==> src/rtl/keypad_digit_writer.sv <==
// Purpose : scans a 4x4 active-low matrix keypad, debounces each press and
//           emits one digit / clear / enter strobe per press (no auto-repeat).
// Latency : ROW_in is synchronised over 2 cycles; a strobe appears
//           (DEBOUNCE_SCANS-1)*SCAN_DIV+1 cycles after the detecting sample.
// Backpr. : none; strobes are single-cycle and the consumer must take them.
// Ports   : CLOCK/RESET (sync, active-high); ROW_in keypad rows (async, active-low);
//           COL_out column drive (one bit low); Digit_out + DIGIT_VALID write
//           strobe; CLEAR_PULSE on '*'; ENTER_PULSE on '#' when the barcode is
//           full; DigitsWritten digits accepted since reset/clear (0..NUM_DIGITS).
// Build   : define KEYPAD_HEX_EN to accept A..D as hex digits 0xA..0xD.
module keypad_digit_writer #(
    parameter int SCAN_DIV       = 50000,
    parameter int DEBOUNCE_SCANS = 8,
    parameter int NUM_DIGITS     = 4
) (
    input  logic       CLOCK,
    input  logic       RESET,
    input  logic [3:0] ROW_in,
    output logic [3:0] COL_out,
    output logic [3:0] Digit_out,
    output logic       DIGIT_VALID,
    output logic       CLEAR_PULSE,
    output logic       ENTER_PULSE,
    output logic [2:0] DigitsWritten
);

    localparam int DIV_W = (SCAN_DIV > 1) ? $clog2(SCAN_DIV) : 1;
    localparam int CNT_W = $clog2(DEBOUNCE_SCANS + 1);
    localparam logic [DIV_W-1:0] DIV_LAST   = DIV_W'(SCAN_DIV - 1);
    localparam logic [CNT_W-1:0] CNT_DONE   = CNT_W'(DEBOUNCE_SCANS);
    localparam logic [2:0]       DIGITS_MAX = 3'(NUM_DIGITS);

`ifdef KEYPAD_HEX_EN
    localparam logic HEX_IS_DIGIT = 1'b1;
`else
    localparam logic HEX_IS_DIGIT = 1'b0;
`endif

    typedef enum logic [1:0] {
        ST_SCAN,
        ST_DEBOUNCE,
        ST_EMIT,
        ST_RELEASE
    } state_t;

    state_t           state_q;
    logic [3:0]       row_meta_q;
    logic [3:0]       row_sync_q;
    logic [DIV_W-1:0] div_q;
    logic [DIV_W-1:0] div_d;
    logic [1:0]       col_q;
    logic [1:0]       col_d;
    logic [1:0]       key_row_q;
    logic [1:0]       key_col_q;
    logic [CNT_W-1:0] cnt_q;
    logic [CNT_W-1:0] cnt_d;
    logic [3:0]       digit_q;
    logic             dv_q;
    logic             clr_q;
    logic             ent_q;
    logic [2:0]       written_q;

    logic       sample;
    logic       any_low;
    logic [1:0] low_row;
    logic [3:0] key_val;
    logic       key_digit;
    logic       key_clear;
    logic       key_enter;

    assign sample  = (div_q == DIV_LAST);
    assign any_low = ~&row_sync_q;
    assign div_d   = sample ? '0 : div_q + DIV_W'(1);
    assign col_d   = col_q + 2'd1;
    assign cnt_d   = cnt_q + CNT_W'(1);

    // Row 0 wins when several rows in the driven column are low.
    always_comb begin
        low_row = 2'd3;
        if (!row_sync_q[0])      low_row = 2'd0;
        else if (!row_sync_q[1]) low_row = 2'd1;
        else if (!row_sync_q[2]) low_row = 2'd2;
    end

    // Latched key -> action. Index is {row, column}.
    always_comb begin
        key_val   = 4'h0;
        key_digit = 1'b0;
        key_clear = 1'b0;
        key_enter = 1'b0;
        case ({key_row_q, key_col_q})
            4'b00_00: begin key_val = 4'h1; key_digit = 1'b1; end
            4'b00_01: begin key_val = 4'h2; key_digit = 1'b1; end
            4'b00_10: begin key_val = 4'h3; key_digit = 1'b1; end
            4'b00_11: begin key_val = 4'hA; key_digit = HEX_IS_DIGIT; end
            4'b01_00: begin key_val = 4'h4; key_digit = 1'b1; end
            4'b01_01: begin key_val = 4'h5; key_digit = 1'b1; end
            4'b01_10: begin key_val = 4'h6; key_digit = 1'b1; end
            4'b01_11: begin key_val = 4'hB; key_digit = HEX_IS_DIGIT; end
            4'b10_00: begin key_val = 4'h7; key_digit = 1'b1; end
            4'b10_01: begin key_val = 4'h8; key_digit = 1'b1; end
            4'b10_10: begin key_val = 4'h9; key_digit = 1'b1; end
            4'b10_11: begin key_val = 4'hC; key_digit = HEX_IS_DIGIT; end
            4'b11_00: key_clear = 1'b1;
            4'b11_01: begin key_val = 4'h0; key_digit = 1'b1; end
            4'b11_10: key_enter = 1'b1;
            default:  begin key_val = 4'hD; key_digit = HEX_IS_DIGIT; end
        endcase
    end

    always_ff @(posedge CLOCK) begin
        if (RESET) begin
            state_q    <= ST_SCAN;
            row_meta_q <= 4'b1111;
            row_sync_q <= 4'b1111;
            div_q      <= '0;
            col_q      <= 2'd0;
            key_row_q  <= 2'd0;
            key_col_q  <= 2'd0;
            cnt_q      <= '0;
            digit_q    <= 4'h0;
            dv_q       <= 1'b0;
            clr_q      <= 1'b0;
            ent_q      <= 1'b0;
            written_q  <= 3'd0;
        end else begin
            row_meta_q <= ROW_in;
            row_sync_q <= row_meta_q;
            div_q      <= div_d;
            dv_q       <= 1'b0;
            clr_q      <= 1'b0;
            ent_q      <= 1'b0;
            case (state_q)
                ST_SCAN: begin
                    if (sample) begin
                        if (any_low) begin
                            key_row_q <= low_row;
                            key_col_q <= col_q;
                            cnt_q     <= CNT_W'(1);
                            state_q   <= (CNT_DONE == CNT_W'(1)) ? ST_EMIT : ST_DEBOUNCE;
                        end else begin
                            col_q <= col_d;
                        end
                    end
                end
                ST_DEBOUNCE: begin
                    if (sample) begin
                        if (any_low && (low_row == key_row_q)) begin
                            cnt_q <= cnt_d;
                            if (cnt_d == CNT_DONE) state_q <= ST_EMIT;
                        end else begin
                            state_q <= ST_SCAN;
                            col_q   <= col_d;
                        end
                    end
                end
                ST_EMIT: begin
                    // At most one strobe; a full barcode swallows further digits.
                    if (key_digit) begin
                        if (written_q < DIGITS_MAX) begin
                            dv_q      <= 1'b1;
                            digit_q   <= key_val;
                            written_q <= written_q + 3'd1;
                        end
                    end else if (key_clear) begin
                        clr_q     <= 1'b1;
                        written_q <= 3'd0;
                    end else if (key_enter && (written_q == DIGITS_MAX)) begin
                        ent_q <= 1'b1;
                    end
                    cnt_q   <= '0;
                    state_q <= ST_RELEASE;
                end
                ST_RELEASE: begin
                    // Any low row restarts the release count, so a held key never repeats.
                    if (sample) begin
                        if (any_low) begin
                            cnt_q <= '0;
                        end else if (cnt_d == CNT_DONE) begin
                            cnt_q   <= '0;
                            state_q <= ST_SCAN;
                            col_q   <= col_d;
                        end else begin
                            cnt_q <= cnt_d;
                        end
                    end
                end
                default: state_q <= ST_SCAN;
            endcase
        end
    end

    assign COL_out       = ~(4'b0001 << col_q);
    assign Digit_out     = digit_q;
    assign DIGIT_VALID   = dv_q;
    assign CLEAR_PULSE   = clr_q;
    assign ENTER_PULSE   = ent_q;
    assign DigitsWritten = written_q;

endmodule

==> config.mk <==
export PLATFORM = sky130hd
export DESIGN_NAME = keypad_digit_writer
export DESIGN_NICKNAME = d
export VERILOG_FILES = /design/src/rtl/keypad_digit_writer.sv
export SDC_FILE = /design/constraint.sdc
export NUM_CORES = 1
export LEC_CHECK = 0
export CAP_MARGIN = 25
export CORE_AREA = 3 3 82 84
export DETAILED_ROUTE_END_ITERATION = 10
export DIE_AREA = 0 0 85 87
export GPL_TIMING_DRIVEN = 0
export REMOVE_ABC_BUFFERS = 1
export SKIP_CTS_REPAIR_TIMING = 1
export SYNTH_ARGS = -nofsm -noshare
export SYNTH_HDL_FRONTEND = slang
export SYNTH_SLANG_ARGS = --single-unit
==> constraint.sdc <==
create_clock -name CLOCK -period 2.5 [get_ports CLOCK]
set_input_delay 0.5 -clock CLOCK [delete_from_list [all_inputs] [get_ports CLOCK]]
set_output_delay 0.5 -clock CLOCK [all_outputs]
set_load 0.005 [all_outputs]
Word level (Yosys, flattened, before mapping):

Index checks and enable logic that the tools add are counted.

* flip-flop bits (word level): 46
* bits in latches: 0
* memory bits (writable): 0
* bits in read-only memories: 0
* output and inout port bits: 14
* word-level logic and storage cells: 113
* memories: 0

* add/subtract/negate cells: 4
* multipliers: 0
* div/mod/pow operators: 0
* $lt $le $gt $ge: 1
* equal/unequal tests: 32
* shift operators: 1
* multiplexer cells: 38
* bitwise operators: 4
* reduce and logical (&&, ||, !) cells: 20

Operator list (count)
* $pmux W4 S13: 1
* $mux W2: 17
* $eq A4 B4 Y1 const B: 8
* $mux W4: 7
* $ne A2 B2 Y1 const B: 9
* $add A16 B1 Y16 const B: 1
* $eq A16 B16 Y1 const B: 1
* $eq A4 B3 Y1 const B: 4
* $pmux W4 S4: 1
* $reduce_or A10 Y1: 1
* $mux W3: 3
* $reduce_and A3 Y1: 3
* $reduce_or A3 Y1: 3
* $eq A4 B2 Y1 const B: 2
* $pmux W2 S4: 1
* $reduce_and A8 Y1: 1
* $mux W1: 7
* $reduce_and A7 Y1: 1
* $pmux W2 S3: 1
* $reduce_and A5 Y1: 1
* $add A4 B1 Y4 const B: 1
* $eq A2 B2 Y1 const B: 2
* $eq A4 B1 Y1 const B: 1
* $logic_not A4 Y1: 1
* 19 further kinds: 22

Logic depth before layout (Yosys ltp):

* depth in word-level cells: 8
* gate-level depth with buffers: 8
* mapped depth without buffers: 7

Worst setup path after synthesis:

OpenSTA, ideal clock, no wires.

* kind: register -> register
* from: register state_q[0]
* to: register cnt_q[2]
* setup time: 59 ps
* data arrival time: 1863 ps
* required time: 2441 ps
* slack: 579 ps
* stages on the path, launching flop included: 9
* clock period less this slack: 1921 ps
* path through: dfxtp_1 > inv_1 > ha_1 > clkbuf_8 > or2b_2 > o31a_1 > a2111o_1 > a211oi_2 > a31o_1

* word-level cells in the longest chain between the ends: 3
* elaborated cells on any way between the ends: 11

Ends and longest elaborated chain
* start: declaration: RTL line 46 `state_t state_q;`
* start signal: assignment: RTL line 140 `state_q <= (CNT_DONE == CNT_W'(1)) ? ST_EMIT : ST_DEBOUNCE;`
* $eq A2 B1 Y1, or another cell as far along: RTL line 133 `case (state_q)`
* $ne A2 B2 Y1 (no line)
* $reduce_and A5 Y1 (no line)
* end signal: assignment: RTL line 149 `cnt_q <= cnt_d;`
* end signal: assignment: RTL line 184 `cnt_q <= cnt_d;`
* end: declaration: RTL line 55 `logic [CNT_W-1:0] cnt_q;`

Parallel ways exist; a longest one is shown, timed or not.
A chain may end at the register's enable or synchronous reset.

Final worst setup path:

* from: register div_q[0]
* to: register col_q[0]

* word-level cells in the longest chain between the ends: 3
* elaborated cells on any way between the ends: 5

Ends and longest elaborated chain
* start: declaration: RTL line 49 `logic [DIV_W-1:0] div_q;`
* start signal: assignment: RTL line 129 `div_q <= div_d;`
* $eq A16 B16 Y1 *: RTL line 71 `assign sample = (div_q == DIV_LAST);`
* $ne A2 B2 Y1 (no line)
* $reduce_and A8 Y1 (no line) *
* end signal: assignment: RTL line 142 `col_q <= col_d;`
* end signal: assignment: RTL line 153 `col_q <= col_d;`
* end signal: assignment: RTL line 182 `col_q <= col_d;`
* end: declaration: RTL line 51 `logic [1:0] col_q;`

Every way passes the cells marked *; elsewhere a longest branch is shown, timed or not.

==> metrics.cfg <==
[status]
status=finished, final reports clean

[clocking]
cts_buffers=5
clk_latency_ps=290
cts-root-buf=clkbuf_8
cts_tree=done
cts.path.max_buffers=2
htreeDepth=2
path_clk_slew_ps=90
cts_sinks=46

[global_route]
grt_usage=0.1247
grt_max_degree=30
grt_pass1_vias=1750
gr-total-overflow=0
antenna_found_initial=0
grt_pass1_wl_mm=7.769

[synthesis]
synth-edff-count=0
yosysWarnings=0
synth_area_sq_um=2376
synthCells=264
synth_cell_types=64
synthArstFlopShare=0
yosysSeqAreaShare=0.3876
ys_ff_latch=46
ys.flop_type=dfxtp_1
avgSynthCellArea_sq_um=9.000

[sta]
post-route-period-util=0.9186
finalSetupViolCount=0
max_freq_mhz=435.4
fin_worst_skew_ps=10.29
rsz0062_at_grt=false
drv_slew=0
worst_pin_slew_ps=734.7
period_needed_ps=2297
relSlewSlack=0.5038
setup_tns_ps=0
worst_slack_ps=203.5
hold_viol_final=0

[worst_setup_path]
slowest_delay_ps=440
crit_buf_inv=0
setup.worst_path.start_class=register
cpMaxStageDelayCell=a222oi_1
regToRegSetupSlack_ps=200
path_depth=6
cpLargestDelayFamily=simple AND/OR/NAND/NOR gates
worstPathRequired_ps=2680
cp.arrival_ps=2470
crit_type=reg2reg
path_cells=ha_1 -> and3_2 -> nand4_2 -> a222oi_1 -> and3b_1 -> mux2_1
worstPathMaxFanout=16
critPathCaptureType=register
r2r_cells=6

[worst_hold_path]
hold_class=reg2reg
whs_path_depth=1

[die]
core_sq_um=5991
dieArea_sq_um=7395
start_util=0.3966
die_h_um=87
io_pins=20
num_rows=28
fp.dieW_um=85

[final_layout]
final_util=0.4509
instances_no_fill=356
final_nets=298
final_area_sq_um=2701
synthToLayoutAreaGrowth_pct=13.69
n_antenna_cell=0
layout-drive-gt1-share=0.1139
mostFrequentLayoutCells=46 x dfxtp_1, 25 x nor2_1, 23 x nand2_1
fillers=588
final_common_cell=dfxtp_1

[route]
drt_iter0_drc=96
drt_first_pass_iters=4
wl_mm=4.409
avgRoutedWirePerCell_um=12.38
drtAntennaViolNets=0
vias=1877
drc=0
vias_per_cell=5.272

[placed_design]
dpl_cell_area_sq_um=2582
dpl.hpwl_mm=3.152
pre_cts_slack_ps=-428.5
place_congestion=0.7679
placed_cells=347
port-buffer-count=19

[power_and_ir_drop]
power-per-cell-area_nw_per_um2=469.9
leakage_uw=0.0009896
vdd.ir_drop.worst_uv=285.9

[flow_run]
drv_cap=0

kinds of logic after synthesis:
logic type / Yosys count / synth area share
buf+inv: 29 / 0.06108
xor+xnor: 14 / 0.05161
fa+ha+maj: 12 / 0.06319
mux: 7 / 0.03107
simple gates: 101 / 0.2396
flops: 46 / 0.3876
compound gates: 55 / 0.1659
metal layers:
layer / vias to the layer above / global-route usage / routed length (um)
met2: 25 / 0.1992 / 2005
met1: 892 / 0.1691 / 2236
met5: - / 0 / 0
met4: 0 / 0.03165 / 19
met3: 2 / 0.03027 / 147
li1: 958 / - / -
flip-flops by register name, summed over array words and instances (netlist names), named ones only:
signal and flops:
DigitsWritten 3, key_row_q 2, row_meta_q 4, row_sync_q 4, key_col_q 2, Digit_out 4
DIGIT_VALID 1, state_q 1, ENTER_PULSE 1, div_q 16, col_q 2, CLEAR_PULSE 1
cnt_q 4
synth_stat cells (3+ instances only):
cell type  number  share of area
or2_2           8          0.021
xor2_1          9          0.033
and3_1          4          0.011
clkbuf_1        4         0.0063
xnor2_1         5          0.018
nand2_1        23          0.036
nand4_1         4          0.011
a211o_1         4          0.015
dfxtp_1        46           0.39
mux2i_1         4          0.017
nand2b_1        3         0.0079
o21ai_0        10          0.021
a21o_1          3         0.0095
nor3_1          5          0.011
a21oi_1        13          0.027
nor2_1         25          0.039
ha_1           12          0.063
nand3_1         9          0.019
inv_1          18          0.028
metrics by stage:
stage / hold slack (ps) / power [uW]
5_1_grt: 450.2 / 1328
3_3_place_gp: 390.9 / 812.1
4_1_cts: 416.2 / 1286
2_1_floorplan: 389.5 / 789.8
3_5_place_dp: 395.7 / 813.0
6_report: 414.8 / 1269
area by class of cell:
cell class / instances / area (sq um) / area share
Sequential cell: 46 / 920.9 / 0.3409
Tap cell: 75 / 93.84 / 0.03474
Timing Repair Buffer: 20 / 217.7 / 0.08059
Inverter: 18 / 67.56 / 0.02501
Clock buffer: 7 / 86.33 / 0.03196
Clock inverter: 1 / 5.005 / 0.001853
Multi-Input combinational cell: 189 / 1310 / 0.4849
path summary, 6_finish.rpt:
| kind | start | endpoint |
|---|---|---|
| worst max register to register | div_q[0]$_SDFF_PP0_ | col_q[0]$_SDFFE_PP0P_ |
| worst max-delay path | div_q[0]$_SDFF_PP0_ | col_q[0]$_SDFFE_PP0P_ |
| worst min register to register | row_meta_q[3]$_SDFF_PP1_ | row_sync_q[3]$_SDFF_PP1_ |
| worst min-delay path | row_meta_q[3]$_SDFF_PP1_ | row_sync_q[3]$_SDFF_PP1_ |
power by group:
part	internal (uW)	switching [uW]	total, uW
registers	742	7.34	749
logic	23.7	27.3	51.0
clock network	224	245	469
Note: power is estimated with default switching activity, not from simulation.
